**config.mk**
```make
export PLATFORM = sky130hd
export DESIGN_NAME = vscale_imem_fetch_unit_flat
export DESIGN_NICKNAME = d
export VERILOG_FILES = /design/src/rtl/vscale_imem_fetch_unit_if.sv /design/src/rtl/vscale_imem_fetch_unit.sv /design/src/flat_wrapper.sv
export SDC_FILE = /design/constraint.sdc
export NUM_CORES = 1
export LEC_CHECK = 0
export ABC_AREA = 1
export BUFFER_PORTS_ARGS = -buffer_cell sky130_fd_sc_hd__buf_2
export CORE_MARGIN = 5
export CORE_UTILIZATION = 50
export CTS_CLUSTER_SIZE = 30
export DETAILED_ROUTE_END_ITERATION = 8
export GPL_ROUTABILITY_DRIVEN = 0
export PLACE_DENSITY = 0.73
export SETUP_SLACK_MARGIN = 0.1
export SLEW_MARGIN = 25
export SYNTH_ARGS = -nofsm -noshare
export SYNTH_HDL_FRONTEND = slang
export SYNTH_SLANG_ARGS = --single-unit
```
**constraint.sdc**
```tcl
create_clock -name clk -period 6.4 [get_ports clk]
set_input_delay 0.96 -clock clk [delete_from_list [all_inputs] [get_ports clk]]
set_output_delay 0.96 -clock clk [all_outputs]
set_load 0.02 [all_outputs]
```
**src/rtl/vscale_imem_fetch_unit_if.sv**
```systemverilog
// Instruction-memory bus between the fetch unit (master) and instruction memory (slave):
// a valid/ready request channel and an in-order, valid-only response channel.
interface vscale_imem_fetch_unit_if #(
    parameter int XPR_LEN    = 32,
    parameter int INST_WIDTH = 32
);
    logic                  req_valid;
    logic                  req_ready;
    logic [XPR_LEN-1:0]    req_addr;
    logic                  resp_valid;
    logic [INST_WIDTH-1:0] resp_data;
    logic                  resp_err;

    modport master (
        output req_valid,
        output req_addr,
        input  req_ready,
        input  resp_valid,
        input  resp_data,
        input  resp_err
    );

    modport slave (
        input  req_valid,
        input  req_addr,
        output req_ready,
        output resp_valid,
        output resp_data,
        output resp_err
    );
endinterface

```
**src/rtl/vscale_imem_fetch_unit.sv**
```systemverilog
// Fetch front end: owns PC_IF, issues pipelined in-order imem requests, buffers returned
// instructions with their PCs for DX, and drops responses belonging to redirected-away fetches.
module vscale_imem_fetch_unit #(
    parameter int                 XPR_LEN    = 32,
    parameter int                 INST_WIDTH = 32,
    parameter logic [XPR_LEN-1:0] RESET_PC   = 32'h200,
    parameter int                 DEPTH      = 2
) (
    input  logic                     clk,
    input  logic                     reset_n,
    input  logic [XPR_LEN-1:0]       PC_PIF,
    input  logic                     redirect,
    output logic [XPR_LEN-1:0]       PC_IF,
    vscale_imem_fetch_unit_if.master imem,
    output logic                     inst_valid,
    input  logic                     inst_ready,
    output logic [INST_WIDTH-1:0]    inst_DX,
    output logic [XPR_LEN-1:0]       inst_PC,
    output logic                     inst_fault
);

    localparam int AW = (DEPTH > 1) ? $clog2(DEPTH) : 1;
    localparam int PW = AW + 1;
    localparam int OW = AW + 2;
    localparam logic [OW-1:0] DEPTH_W = OW'(DEPTH);

    logic [XPR_LEN-1:0] pc_if_reg, pc_if_next;
    logic [PW-1:0]      pc_wr_ptr_reg, pc_wr_ptr_next;
    logic [PW-1:0]      pc_rd_ptr_reg, pc_rd_ptr_next;
    logic [PW-1:0]      inst_wr_ptr_reg, inst_wr_ptr_next;
    logic [PW-1:0]      inst_rd_ptr_reg, inst_rd_ptr_next;
    logic [PW-1:0]      kill_cnt_reg, kill_cnt_next;

    logic [XPR_LEN-1:0]    pc_mem        [DEPTH];
    logic [INST_WIDTH-1:0] inst_data_mem [DEPTH];
    logic [XPR_LEN-1:0]    inst_pc_mem   [DEPTH];
    logic                  inst_fault_mem[DEPTH];

    logic [PW-1:0]      pc_count;
    logic [PW-1:0]      inst_count;
    logic [OW-1:0]      occupancy;
    logic               pc_fifo_empty;
    logic               req_fire;
    logic               resp_fire;
    logic               resp_keep;
    logic               inst_pop;
    logic [XPR_LEN-1:0] pc_head;

    assign pc_count      = pc_wr_ptr_reg - pc_rd_ptr_reg;
    assign inst_count    = inst_wr_ptr_reg - inst_rd_ptr_reg;
    assign pc_fifo_empty = (pc_wr_ptr_reg == pc_rd_ptr_reg);
    assign pc_head       = pc_mem[pc_rd_ptr_reg[AW-1:0]];

    assign inst_valid = (inst_count != '0);
    assign inst_pop   = inst_valid & inst_ready & ~redirect;

    // The slot freed by this cycle's DX pop is counted as available; without that the
    // steady state (one in flight, one buffered) would stall every other cycle.
    assign occupancy = {1'b0, pc_count} + {1'b0, inst_count} - {{(OW-1){1'b0}}, inst_pop};

    assign imem.req_valid = reset_n & (occupancy < DEPTH_W) & ~redirect;
    assign imem.req_addr  = pc_if_reg;
    assign PC_IF          = pc_if_reg;

    assign req_fire  = imem.req_valid & imem.req_ready;
    assign resp_fire = imem.resp_valid & ~pc_fifo_empty;
    assign resp_keep = resp_fire & (kill_cnt_reg == '0) & ~redirect;

    always_comb begin
        pc_if_next       = pc_if_reg;
        pc_wr_ptr_next   = pc_wr_ptr_reg + PW'(req_fire);
        pc_rd_ptr_next   = pc_rd_ptr_reg + PW'(resp_fire);
        inst_wr_ptr_next = inst_wr_ptr_reg + PW'(resp_keep);
        inst_rd_ptr_next = inst_rd_ptr_reg + PW'(inst_pop);
        kill_cnt_next    = kill_cnt_reg;

        if (redirect || req_fire) begin
            pc_if_next = PC_PIF;
        end

        if (redirect) begin
            inst_rd_ptr_next = inst_wr_ptr_reg;
            // Everything still in flight is stale; a response landing now is one of them.
            kill_cnt_next    = pc_count - PW'(resp_fire);
        end else if (resp_fire && (kill_cnt_reg != '0)) begin
            kill_cnt_next = kill_cnt_reg - PW'(1);
        end
    end

    always_ff @(posedge clk or negedge reset_n) begin
        if (!reset_n) begin
            pc_if_reg       <= RESET_PC;
            pc_wr_ptr_reg   <= '0;
            pc_rd_ptr_reg   <= '0;
            inst_wr_ptr_reg <= '0;
            inst_rd_ptr_reg <= '0;
            kill_cnt_reg    <= '0;
        end else begin
            pc_if_reg       <= pc_if_next;
            pc_wr_ptr_reg   <= pc_wr_ptr_next;
            pc_rd_ptr_reg   <= pc_rd_ptr_next;
            inst_wr_ptr_reg <= inst_wr_ptr_next;
            inst_rd_ptr_reg <= inst_rd_ptr_next;
            kill_cnt_reg    <= kill_cnt_next;
        end
    end

    // Entries are reset so the head outputs read zero straight out of reset.
    genvar gi;
    generate
        for (gi = 0; gi < DEPTH; gi++) begin : g_entry
            always_ff @(posedge clk or negedge reset_n) begin
                if (!reset_n) begin
                    pc_mem[gi]         <= '0;
                    inst_data_mem[gi]  <= '0;
                    inst_pc_mem[gi]    <= '0;
                    inst_fault_mem[gi] <= 1'b0;
                end else begin
                    if (req_fire && (pc_wr_ptr_reg[AW-1:0] == AW'(gi))) begin
                        pc_mem[gi] <= pc_if_reg;
                    end
                    if (resp_keep && (inst_wr_ptr_reg[AW-1:0] == AW'(gi))) begin
                        inst_data_mem[gi]  <= imem.resp_data;
                        inst_pc_mem[gi]    <= pc_head;
                        inst_fault_mem[gi] <= imem.resp_err;
                    end
                end
            end
        end
    endgenerate

    assign inst_DX    = inst_data_mem[inst_rd_ptr_reg[AW-1:0]];
    assign inst_PC    = inst_pc_mem[inst_rd_ptr_reg[AW-1:0]];
    assign inst_fault = inst_fault_mem[inst_rd_ptr_reg[AW-1:0]];

    resp_has_request: assert property (@(posedge clk) disable iff (!reset_n)
        imem.resp_valid |-> !pc_fifo_empty);

endmodule

```
**src/flat_wrapper.sv**
```systemverilog
// flat-port wrapper written by rule: the top's interface ports become plain ports
module vscale_imem_fetch_unit_flat 
#(
    parameter int                 XPR_LEN    = 32,
    parameter int                 INST_WIDTH = 32,
    parameter logic [XPR_LEN-1:0] RESET_PC   = 32'h200,
    parameter int                 DEPTH      = 2
)
  (clk, reset_n, PC_PIF, redirect, PC_IF, inst_valid, inst_ready, inst_DX, inst_PC, inst_fault, imem_req_valid, imem_req_addr, imem_req_ready, imem_resp_valid, imem_resp_data, imem_resp_err);
  vscale_imem_fetch_unit_if #(.XPR_LEN(XPR_LEN), .INST_WIDTH(INST_WIDTH)) imem_i ();
  input  logic clk;
  input  logic reset_n;
  input  logic [XPR_LEN-1:0] PC_PIF;
  input  logic redirect;
  output logic [XPR_LEN-1:0] PC_IF;
  output logic inst_valid;
  input  logic inst_ready;
  output logic [INST_WIDTH-1:0] inst_DX;
  output logic [XPR_LEN-1:0] inst_PC;
  output logic inst_fault;
  output wire logic [$bits(imem_i.req_valid)-1:0] imem_req_valid;
  output wire logic [$bits(imem_i.req_addr)-1:0] imem_req_addr;
  input wire logic [$bits(imem_i.req_ready)-1:0] imem_req_ready;
  input wire logic [$bits(imem_i.resp_valid)-1:0] imem_resp_valid;
  input wire logic [$bits(imem_i.resp_data)-1:0] imem_resp_data;
  input wire logic [$bits(imem_i.resp_err)-1:0] imem_resp_err;
  assign imem_req_valid = imem_i.req_valid;
  assign imem_req_addr = imem_i.req_addr;
  assign imem_i.req_ready = imem_req_ready;
  assign imem_i.resp_valid = imem_resp_valid;
  assign imem_i.resp_data = imem_resp_data;
  assign imem_i.resp_err = imem_resp_err;
  vscale_imem_fetch_unit #(.XPR_LEN(XPR_LEN), .INST_WIDTH(INST_WIDTH), .RESET_PC(RESET_PC), .DEPTH(DEPTH)) u_core (.clk(clk), .reset_n(reset_n), .PC_PIF(PC_PIF), .redirect(redirect), .PC_IF(PC_IF), .imem(imem_i), .inst_valid(inst_valid), .inst_ready(inst_ready), .inst_DX(inst_DX), .inst_PC(inst_PC), .inst_fault(inst_fault));
endmodule
```
After elaboration in Yosys (flattened, before gate mapping)
Cells that the tools add are included.
{ "totals": {"reg_bits": 236, "output_inout_bits": 131} }
{ "op_classes": {"bitwise": 14, "n_reduce_logical": 10, "mux": 15, "order_cmp": 3, "n_addsub": 10, "n_eq_ne": 1} }
{ "ops": {"columns": ["operator", "n"], "rows": [
  ["$mux 32", 9],
  ["$add 2x1->2", 4],
  ["$and 1x1->1", 8],
  ["$mux 2", 3],
  ["$reduce_bool 2->1", 3],
  ["$logic_and 1x1->1", 5],
  ["$ge 2x2->1 const B", 2],
  ["$not 1->1", 4],
  ["$not 1->2", 2],
  ["$sub 2x2->2", 2],
  ["$add 2x2->3", 1],
  ["$lt 3x2->1 const B", 1],
  ["$mux 1", 3],
  ["$sub 3x1->3", 1],
  ["$eq 2x2->1", 1],
  ["$logic_not 2->1", 1],
  ["$sub 2x1->2", 1],
  ["$sub 2x1->2 const B", 1],
  ["$logic_or 1x1->1", 1]
]} }

Depth between registers and ports, before layout
Gate-level depths: netlist of run 1.
{ "logic_depth": {"word_depth": 10, "depth_mapped": 16} }

Worst setup path after synthesis of run 1
No wires, ideal clock.
{ "synth_path": {"kind": "input to output", "startpoint": "in inst_ready", "endpoint": "out imem_req_valid", "path_slack_ps": 3066, "path_stages": 10, "required_time_ps": 5440, "arrival_time_ps": 2374, "cell_sequence": "inv_1 > nor2_1 > nand2_1 > nor2_1 > o21bai_1 > fa_1 > nand2_1 > nor2_1 > nand2_1 > inv_1"} }
{ "synth_via": {"elab_chain_len": 6} }
{ "synth_lines": {"columns": ["element", "line", "source"], "rows": [
  ["from (decl)", "flat_wrapper.sv:17", "input logic inst_ready;"],
  ["$and 1x1->1 (2 in a row)", "vscale_imem_fetch_unit.sv:55", "assign inst_pop = inst_valid & inst_ready & ~redirect;"],
  ["$sub 3x1->3", "vscale_imem_fetch_unit.sv:59", "assign occupancy = {1'b0, pc_count} + {1'b0, inst_count} - {{(OW-1){1'b0}}, inst_pop};"],
  ["$lt 3x2->1", "vscale_imem_fetch_unit.sv:61", "assign imem.req_valid = reset_n & (occupancy < DEPTH_W) & ~redirect;"],
  ["$and 1x1->1 (2 in a row)", "vscale_imem_fetch_unit.sv:61", null],
  ["to (decl)", "flat_wrapper.sv:21", "output wire logic [$bits(imem_i.req_valid)-1:0] imem_req_valid;"]
]} }
Every way passes these cells.

Worst setup path after layout of run 1
{ "layout_path": {"startpoint": "reg u_core.inst_rd_ptr_reg[0]", "endpoint": "out imem_req_valid"} }
{ "layout_via": {"elab_chain_len": 8, "elab_cells_between_ends": 9, "cone_classes": "add/sub: 3; order compare: 1; bitwise: 4; reduce/logical: 1"} }
{ "layout_lines": {"columns": ["element", "line", "source"], "rows": [
  ["from (decl)", "vscale_imem_fetch_unit.sv:31", "logic [PW-1:0] inst_rd_ptr_reg, inst_rd_ptr_next;"],
  ["from (signal assigned)", "vscale_imem_fetch_unit.sv:103", "inst_rd_ptr_reg <= inst_rd_ptr_next;"],
  ["$sub 2x2->2 *", "vscale_imem_fetch_unit.sv:50", "assign inst_count = inst_wr_ptr_reg - inst_rd_ptr_reg;"],
  ["$reduce_bool 2->1", "vscale_imem_fetch_unit.sv:54", "assign inst_valid = (inst_count != '0);"],
  ["$and 1x1->1 (2 in a row)", "vscale_imem_fetch_unit.sv:55", null],
  ["$sub 3x1->3 *", "vscale_imem_fetch_unit.sv:59", null],
  ["$lt 3x2->1 *", "vscale_imem_fetch_unit.sv:61", null],
  ["$and 1x1->1 * (2 in a row)", "vscale_imem_fetch_unit.sv:61", null]
]} }
Every way passes the cells marked *; elsewhere a longest branch is shown, timed or not.

==> results.cfg, run 1 <==
[drt]
num_vias = 8251
first_pass_iters = 5
drt_wl_total_mm = 23.7
viasPerCell = 5.01
drtIter0Drc = 579
drc = 0
detail-route-antenna-nets = 0
wl_per_cell_um = 14.4

[global_routing]
grt_max_degree = 102
grtUsageMet2_pct = 31.4
grt_pass1_vias = 8016
grt_first_pass_wirelength_mm = 40.0
use_met3_pct = 3.55
antenna_found_initial = 0
gr-max-usage-layer = met2
grtUsageTotal_pct = 19.9
grtUsageMet1_pct = 28.8
grt-ovfl-total = 0

[power_and_ir_drop]
leakage_uw = 0.00635
power.density_nw_per_um2 = 536
max-vdd-ir-drop_mv = 0.311

[yosys]
synth_nets = 1312
netlist_area_um2 = 10400
synthCells = 1230
yosysSeqAreaShare_pct = 56.6
ys_types = 26
avgSynthCellArea_um2 = 8.48
ys_ff_latch = 236
synth_warnings = 0

[critical_path]
endpoint_kind = output pin
path_max_fanout = 5
worstSetupStartpointType = register
path_class = reg2out
cp_data_required_time_ps = 5440
crit_start = u_core.inst_rd_ptr_reg[0]$_DFF_PN0_
r2r-start = u_core.pc_wr_ptr_reg[0]$_DFF_PN0_
arrival_ps = 2880

[sta]
setup_viol = 0
tightestPinTransition_ps = 914
setup_tns_ps = 0
clock_skew_ps = 23.6
layout_min_cycle_time_ps = 3840
period_share_pct = 59.9
relSlewSlack_pct = 39.0
grt_setup_unrepaired = false
fmax_mhz = 261
slew_violations = 0
hold_violations = 0

[die]
start_util_pct = 51.2
fp-row-count = 52
ioPinCount = 202
core-area_um2 = 20400
die_x_um = 154
die_y_um = 154
die-area_um2 = 23900

[finish]
largestRegisters = u_core.inst_data_mem x64, u_core.inst_pc_mem x64, u_core.pc_mem x64
nNetsFinal = 1448
fin_cells = 1647
syn_to_final_growth_pct = 15.4
fill_cells = 1810
drive_above_1_share_pct = 20.3
final_cell_area_um2 = 12000
antenna_cells = 0
final_util_pct = 59.1

[flow_run]
maxCapViolations = 0

[clocking]
hold_buffers = 0
path_clk_slew_ps = 60
root_buffer = clkbuf_16
cts_buffers = 25
clock_path_buffers = 3
cts_max_level = 1
cts_tree = yes
cts_setup_buffers = 0
post_cts_resized = 0
clk_latency_ps = 520
clock_sinks = 236

[outcome]
status = finished, final reports clean

[worst_hold_path]
hp-class = in2async

[place]
dp_cells = 1609
io_buffers = 201
hpwlAfterDp_mm = 14.8
place_area_um2 = 11300
layout by cell type, fill, tap and decap left out:
| cell | instances |
|---|---|
| nand3_1 | 11 |
| inv_1 | 117 |
| a21oi_1 | 33 |
| dfrtp_4 | 1 |
| clkbuf_16 | 25 |
| clkinv_2 | 2 |
| o21ai_1 | 12 |
| o21ai_0 | 189 |
| nor3_1 | 1 |
| inv_6 | 1 |
| dfrtp_1 | 233 |
| xor2_1 | 4 |
| ha_4 | 2 |
| ha_1 | 7 |
| nand2_4 | 1 |
| o21ai_2 | 28 |
| nand4_1 | 2 |
| fa_1 | 1 |
| inv_2 | 2 |
| xnor2_1 | 1 |
| dfstp_2 | 1 |
| nand2_1 | 444 |
| buf_6 | 2 |
| clkbuf_1 | 7 |
| ha_2 | 1 |
| clkbuf_8 | 4 |
| dfrtp_2 | 1 |
| buf_8 | 1 |
| nor2_1 | 35 |
| buf_4 | 6 |
| buf_2 | 200 |
| nand3_2 | 1 |
| o21bai_1 | 1 |
power by group:
group / internal (uW) / switching, uW / leakage [uW] / total [uW]
clock network: 755 / 550 / 0.000354 / 1300
registers: 2170 / 333 / 0.00291 / 2500
logic: 853 / 1790 / 0.00308 / 2640
cells in the mapped netlist:
cell / number / share of area [%]
a21oi_1: 33 / 1.6
buf_1: 12 / 0.43
buf_2: 22 / 1.1
buf_4: 32 / 2.3
buf_6: 6 / 0.65
clkbuf_1: 25 / 0.90
clkbuf_2: 3 / 0.14
dfrtp_1: 235 / 56
dfstp_2: 1 / 0.25
fa_1: 1 / 0.19
ha_1: 10 / 1.2
inv_1: 117 / 4.2
inv_2: 3 / 0.11
nand2_1: 444 / 16
nand2_4: 1 / 0.11
nand3_1: 11 / 0.53
nand3_2: 1 / 0.096
nand4_1: 2 / 0.12
nor2_1: 35 / 1.3
nor3_1: 1 / 0.048
o21ai_0: 189 / 9.1
o21ai_1: 12 / 0.58
o21ai_2: 28 / 2.4
o21bai_1: 1 / 0.072
xnor2_1: 1 / 0.084
xor2_1: 4 / 0.34
critical path, stage by stage (launching register included):
cell,delay [ps]
dfrtp_4,480
ha_1,320
nand3_1,170
nand2_1,110
nor2_1,180
o21bai_1,120
fa_1,480
nand2_1,50
nor2_1,170
nand2_1,90
inv_1,60
buf_2,150
stage by stage:
step / power [uW] / setup WS, ps / hold WS, ps
finish: 6450 / 2560 / 469
global route: 7000 / 2290 / 489
CTS: 6520 / 2530 / 472
detailed placement: 5180 / 2320 / 458
global placement: 5090 / 2420 / 453
floorplan: 4410 / 3070 / 442
logic make-up (layout without fill, tap and decap cells):
family	Yosys count	in the layout	synth area share, %
buffers and inverters	220	367	9.80
adders and majority gates	11	11	1.39
DFF	236	236	56.6
AOI/OAI and AO/OA	263	263	13.6
xor gates and xnor gates	5	5	0.420
and+or+nand+nor	495	495	18.1
layout make-up:
type / count / area [um^2] / area share (%)
tap: 270 / 338 / 2.81
timing repair buffer: 209 / 1080 / 9.00
sequential: 236 / 5910 / 49.1
multi-input combinational: 774 / 3530 / 29.3
inverter: 120 / 452 / 3.75
clock inverter: 2 / 13.8 / 0.114
clock buffer: 36 / 707 / 5.87
layer usage:
layer / vias up / part of all wire (%) / wire length, um
met5: - / 0 / 0
met4: 0 / 2.3 / 557
met3: 40 / 7.1 / 1690
met2: 270 / 46 / 10800
met1: 3862 / 45 / 10700
li1: 4079 / - / -
worst paths after layout:
path	end	slack, ps	cells after the start
setup / recovery	imem_req_valid	2560	11
hold / removal	u_core.inst_data_mem[45]$_DFFE_PN0P_	470	1
setup reg to reg	u_core.inst_pc_mem[39]$_DFFE_PN0P_	2930	9
hold reg to reg	u_core.inst_fault_mem[0]$_DFFE_PN0P_	470	2
max in group asynchronous	u_core.pc_mem[42]$_DFFE_PN0P_	4600	2
min in group clk	u_core.inst_fault_mem[0]$_DFFE_PN0P_	470	2
(Power assumes the default switching activity.)
==> inputs of run 2 (changes only) <==
--- a/config.mk
+++ b/config.mk
@@ -5,14 +5,14 @@
 export SDC_FILE = /design/constraint.sdc
 export NUM_CORES = 1
 export LEC_CHECK = 0
-export ABC_AREA = 1
+export ABC_AREA = 0
 export BUFFER_PORTS_ARGS = -buffer_cell sky130_fd_sc_hd__buf_2
 export CORE_MARGIN = 5
 export CORE_UTILIZATION = 50
 export CTS_CLUSTER_SIZE = 30
 export DETAILED_ROUTE_END_ITERATION = 8
 export GPL_ROUTABILITY_DRIVEN = 0
-export PLACE_DENSITY = 0.73
+export PLACE_DENSITY = 0.76
 export SETUP_SLACK_MARGIN = 0.1
 export SLEW_MARGIN = 25
 export SYNTH_ARGS = -nofsm -noshare
==> constraint.sdc (replaced) <==
create_clock -name clk -period 3.1 [get_ports clk]
set_input_delay 0.465 -clock clk [delete_from_list [all_inputs] [get_ports clk]]
set_output_delay 0.465 -clock clk [all_outputs]
set_load 0.02 [all_outputs]
==> run 2 against run 1 <==
Effect of this change: the flow now finishes with violations (setup timing); clock power grew 110%; clock skew down 13 ps; non-clock buffer count grew 30; final cell count down 25%; critical path type is now reg2reg; critical endpoint is now u_core.pc_mem[39]$_DFFE_PN0P_; highest routed layer unchanged.
==> results.cfg, run 2 <==
[clocking]
clock_sinks = 236
cts_buffers = 25
cts_max_level = 1
root_buffer = clkbuf_16
cts_tree = yes
clk_latency_ps = 500
clock_path_buffers = 3
path_clk_slew_ps = 60

[finish]
final_cell_area_um2 = 12900
layout_common_cells = 233 x dfrtp_1, 199 x buf_2, 146 x mux2_2
final_common_cell = dfrtp_1
fin_cells = 1239
final_util_pct = 63.4
drive_above_1_share_pct = 53.4
final-seq-area_um2 = 5910
multi_input_area_um2 = 4350
largestRegisters = u_core.inst_data_mem x64, u_core.inst_pc_mem x64, u_core.pc_mem x64
fill_cells = 1504
nNetsFinal = 1034
syn_to_final_growth_pct = 23.9
antenna_cells = 0

[die]
start_util_pct = 51.2
die-area_um2 = 23800
die_y_um = 154
core-area_um2 = 20400
fp-row-count = 52
die_x_um = 154
ioPinCount = 202

[yosys]
dominantRegCellSynth = dfrtp_1
yosys-top-cells-area = dfrtp_1 56%, mux2_2 21%, mux2_4 4.3%
synthCells = 765
synth_edf_count = 0
synth_top_area_share_pct = 56.4
synth_commonest_cells = 235 x dfrtp_1, 196 x mux2_2, 65 x a21oi_1, 65 x nor2_1
yosysSeqAreaShare_pct = 56.7
synth_most_common_cell = dfrtp_1
synth_top_cell_by_area = dfrtp_1
synth_warnings = 0
ys_types = 34
avgSynthCellArea_um2 = 13.6
synthArstFlopShare_pct = 100
ys_ff_latch = 236
synth_nets = 847
netlist_area_um2 = 10400

[critical_path]
worstSetupStartpointType = register
crit_start = u_core.pc_wr_ptr_reg[0]$_DFF_PN0_
r2r-start = u_core.pc_wr_ptr_reg[0]$_DFF_PN0_
endpoint_kind = register
cp_data_required_time_ps = 3490
arrival_ps = 3510
path_max_fanout = 12
path_class = reg2reg

[flow_run]
maxCapViolations = 0

[worst_hold_path]
hp-class = in2reg
min-delay-start = PC_PIF[18]

[drt]
drtIter0Drc = 297
wl_per_cell_um = 18.2
drc = 0
dr_wl_met2_mm = 10.8
viasPerCell = 5.28
first_pass_iters = 4
drt_wl_total_mm = 22.5
detail-route-antenna-nets = 0
routedLengthMet1_mm = 10.1
route.met3.wl_mm = 1.29
highest_layer = met4
num_vias = 6542

[place]
hpwlAfterDp_mm = 13.8
place_area_um2 = 11600
dp_cells = 1181
io_buffers = 201

[sta]
relSlewSlack_pct = 33.5
slew_violations = 0
layout_min_cycle_time_ps = 3130
period_share_pct = 101
tightestPinTransition_ps = 998
hold_slack_ps = 183
fmax_mhz = 320
setup_ws_ps = -28.4
setup_viol = 25
grt_setup_unrepaired = true
hold_violations = 0
clock_skew_ps = 11.1

[global_routing]
grt-ovfl-total = 0
antenna_found_initial = 0
grt_pass1_vias = 6924
grtUsageTotal_pct = 17.7
grt_max_degree = 175
grt_first_pass_wirelength_mm = 35.4

[power_and_ir_drop]
power.density_nw_per_um2 = 1280
leakage_uw = 0.00618
total_power_uw = 16500
max-vdd-ir-drop_mv = 0.745

[outcome]
status = finished with violations
violations = setup timing
==> run 2: changes by cell type after synthesis, moves of 10 or more <==
cell | before | now
nand2_1 | 444 | 8
nand3_1 | 11 | 1
inv_1 | 117 | 11
mux2i_1 | 0 | 32
o21ai_1 | 12 | 0
a21oi_1 | 33 | 65
o21ai_0 | 189 | 0
o21ai_2 | 28 | 0
nor2_1 | 35 | 65
mux2_4 | 0 | 30
buf_1 | 12 | 0
mux2_2 | 0 | 196
==> run 2: stage by stage <==
step	TNS [ps]	worst slack, ps
CTS	-663	-25.6
global route	-8520	-166
floorplan	0	41.5
finish	-243	-28.4
global placement	0	34.2
detailed placement	-508	-19.3
==> run 2: timing repair <==
action                     in CTS  in global routing
pin swaps                       6                  3
buffers inserted                5                  3
hold endpoints to repair        0                 50
hold buffers                    0                  1
setup endpoints to repair      97                 98
gates cloned                    0                  4
gates resized for setup        15                 56
==> run 2: cell families after synthesis <==
family                     Yosys count  share of synthesized area (%)
xor gates and xnor gates            10                          0.984
AOI/OAI and AO/OA                   75                           4.03
muxes                              260                           28.8
adders and majority gates           11                           1.39
buffers and inverters               90                           4.91
DFF                                236                           56.7
and+or+nand+nor                     83                           3.22
==> run 2: per-layer routing <==
| metal | track usage, % | up-vias |
|---|---|---|
| li1 | - | 3003 |
| met1 | 24.6 | 3310 |
| met2 | 29.9 | 201 |
| met3 | 2.91 | 28 |
| met4 | 3.41 | 0 |
| met5 | 0 | - |
==> run 2: final timing paths <==
path,to,slack (ps),cells after the start
setup / recovery,u_core.pc_mem[39]$_DFFE_PN0P_,-30,13
setup reg to reg,u_core.pc_mem[39]$_DFFE_PN0P_,-30,13
hold / removal,u_core.PC_IF[18]$_DFFE_PN0P_,180,2
hold reg to reg,u_core.inst_data_mem[32]$_DFFE_PN0P_,500,1
max in group asynchronous,u_core.PC_IF[6]$_DFFE_PN0P_,1620,4
min in group asynchronous,u_core.inst_data_mem[59]$_DFFE_PN0P_,580,3
==> run 2: final cells by class <==
| cell class | count | share of cell area (%) |
|---|---|---|
| timing repair buffer | 239 | 11.7 |
| inverter | 11 | 0.320 |
| sequential | 236 | 45.8 |
| clock inverter | 4 | 0.349 |
| tap | 270 | 2.62 |
| clock buffer | 40 | 5.51 |
| multi-input combinational | 439 | 33.7 |
==> run 2: worst max-delay path, cell delays in order (launching register included) <==
cell	delay, ps
dfrtp_1	380
inv_2	80
ha_4	120
xor3_1	260
inv_2	100
ha_4	200
fa_1	490
nand2_2	70
buf_4	140
nor4_4	250
buf_4	180
ha_4	210
buf_12	180
mux2_2	340
==> run 2: power breakdown <==
part           internal [uW]  total [uW]  switching, uW
Combinational           3990        8180           4190
Sequential              4560        5510            953
Clock                   1640        2790           1140
Total                  10200       16500           6280
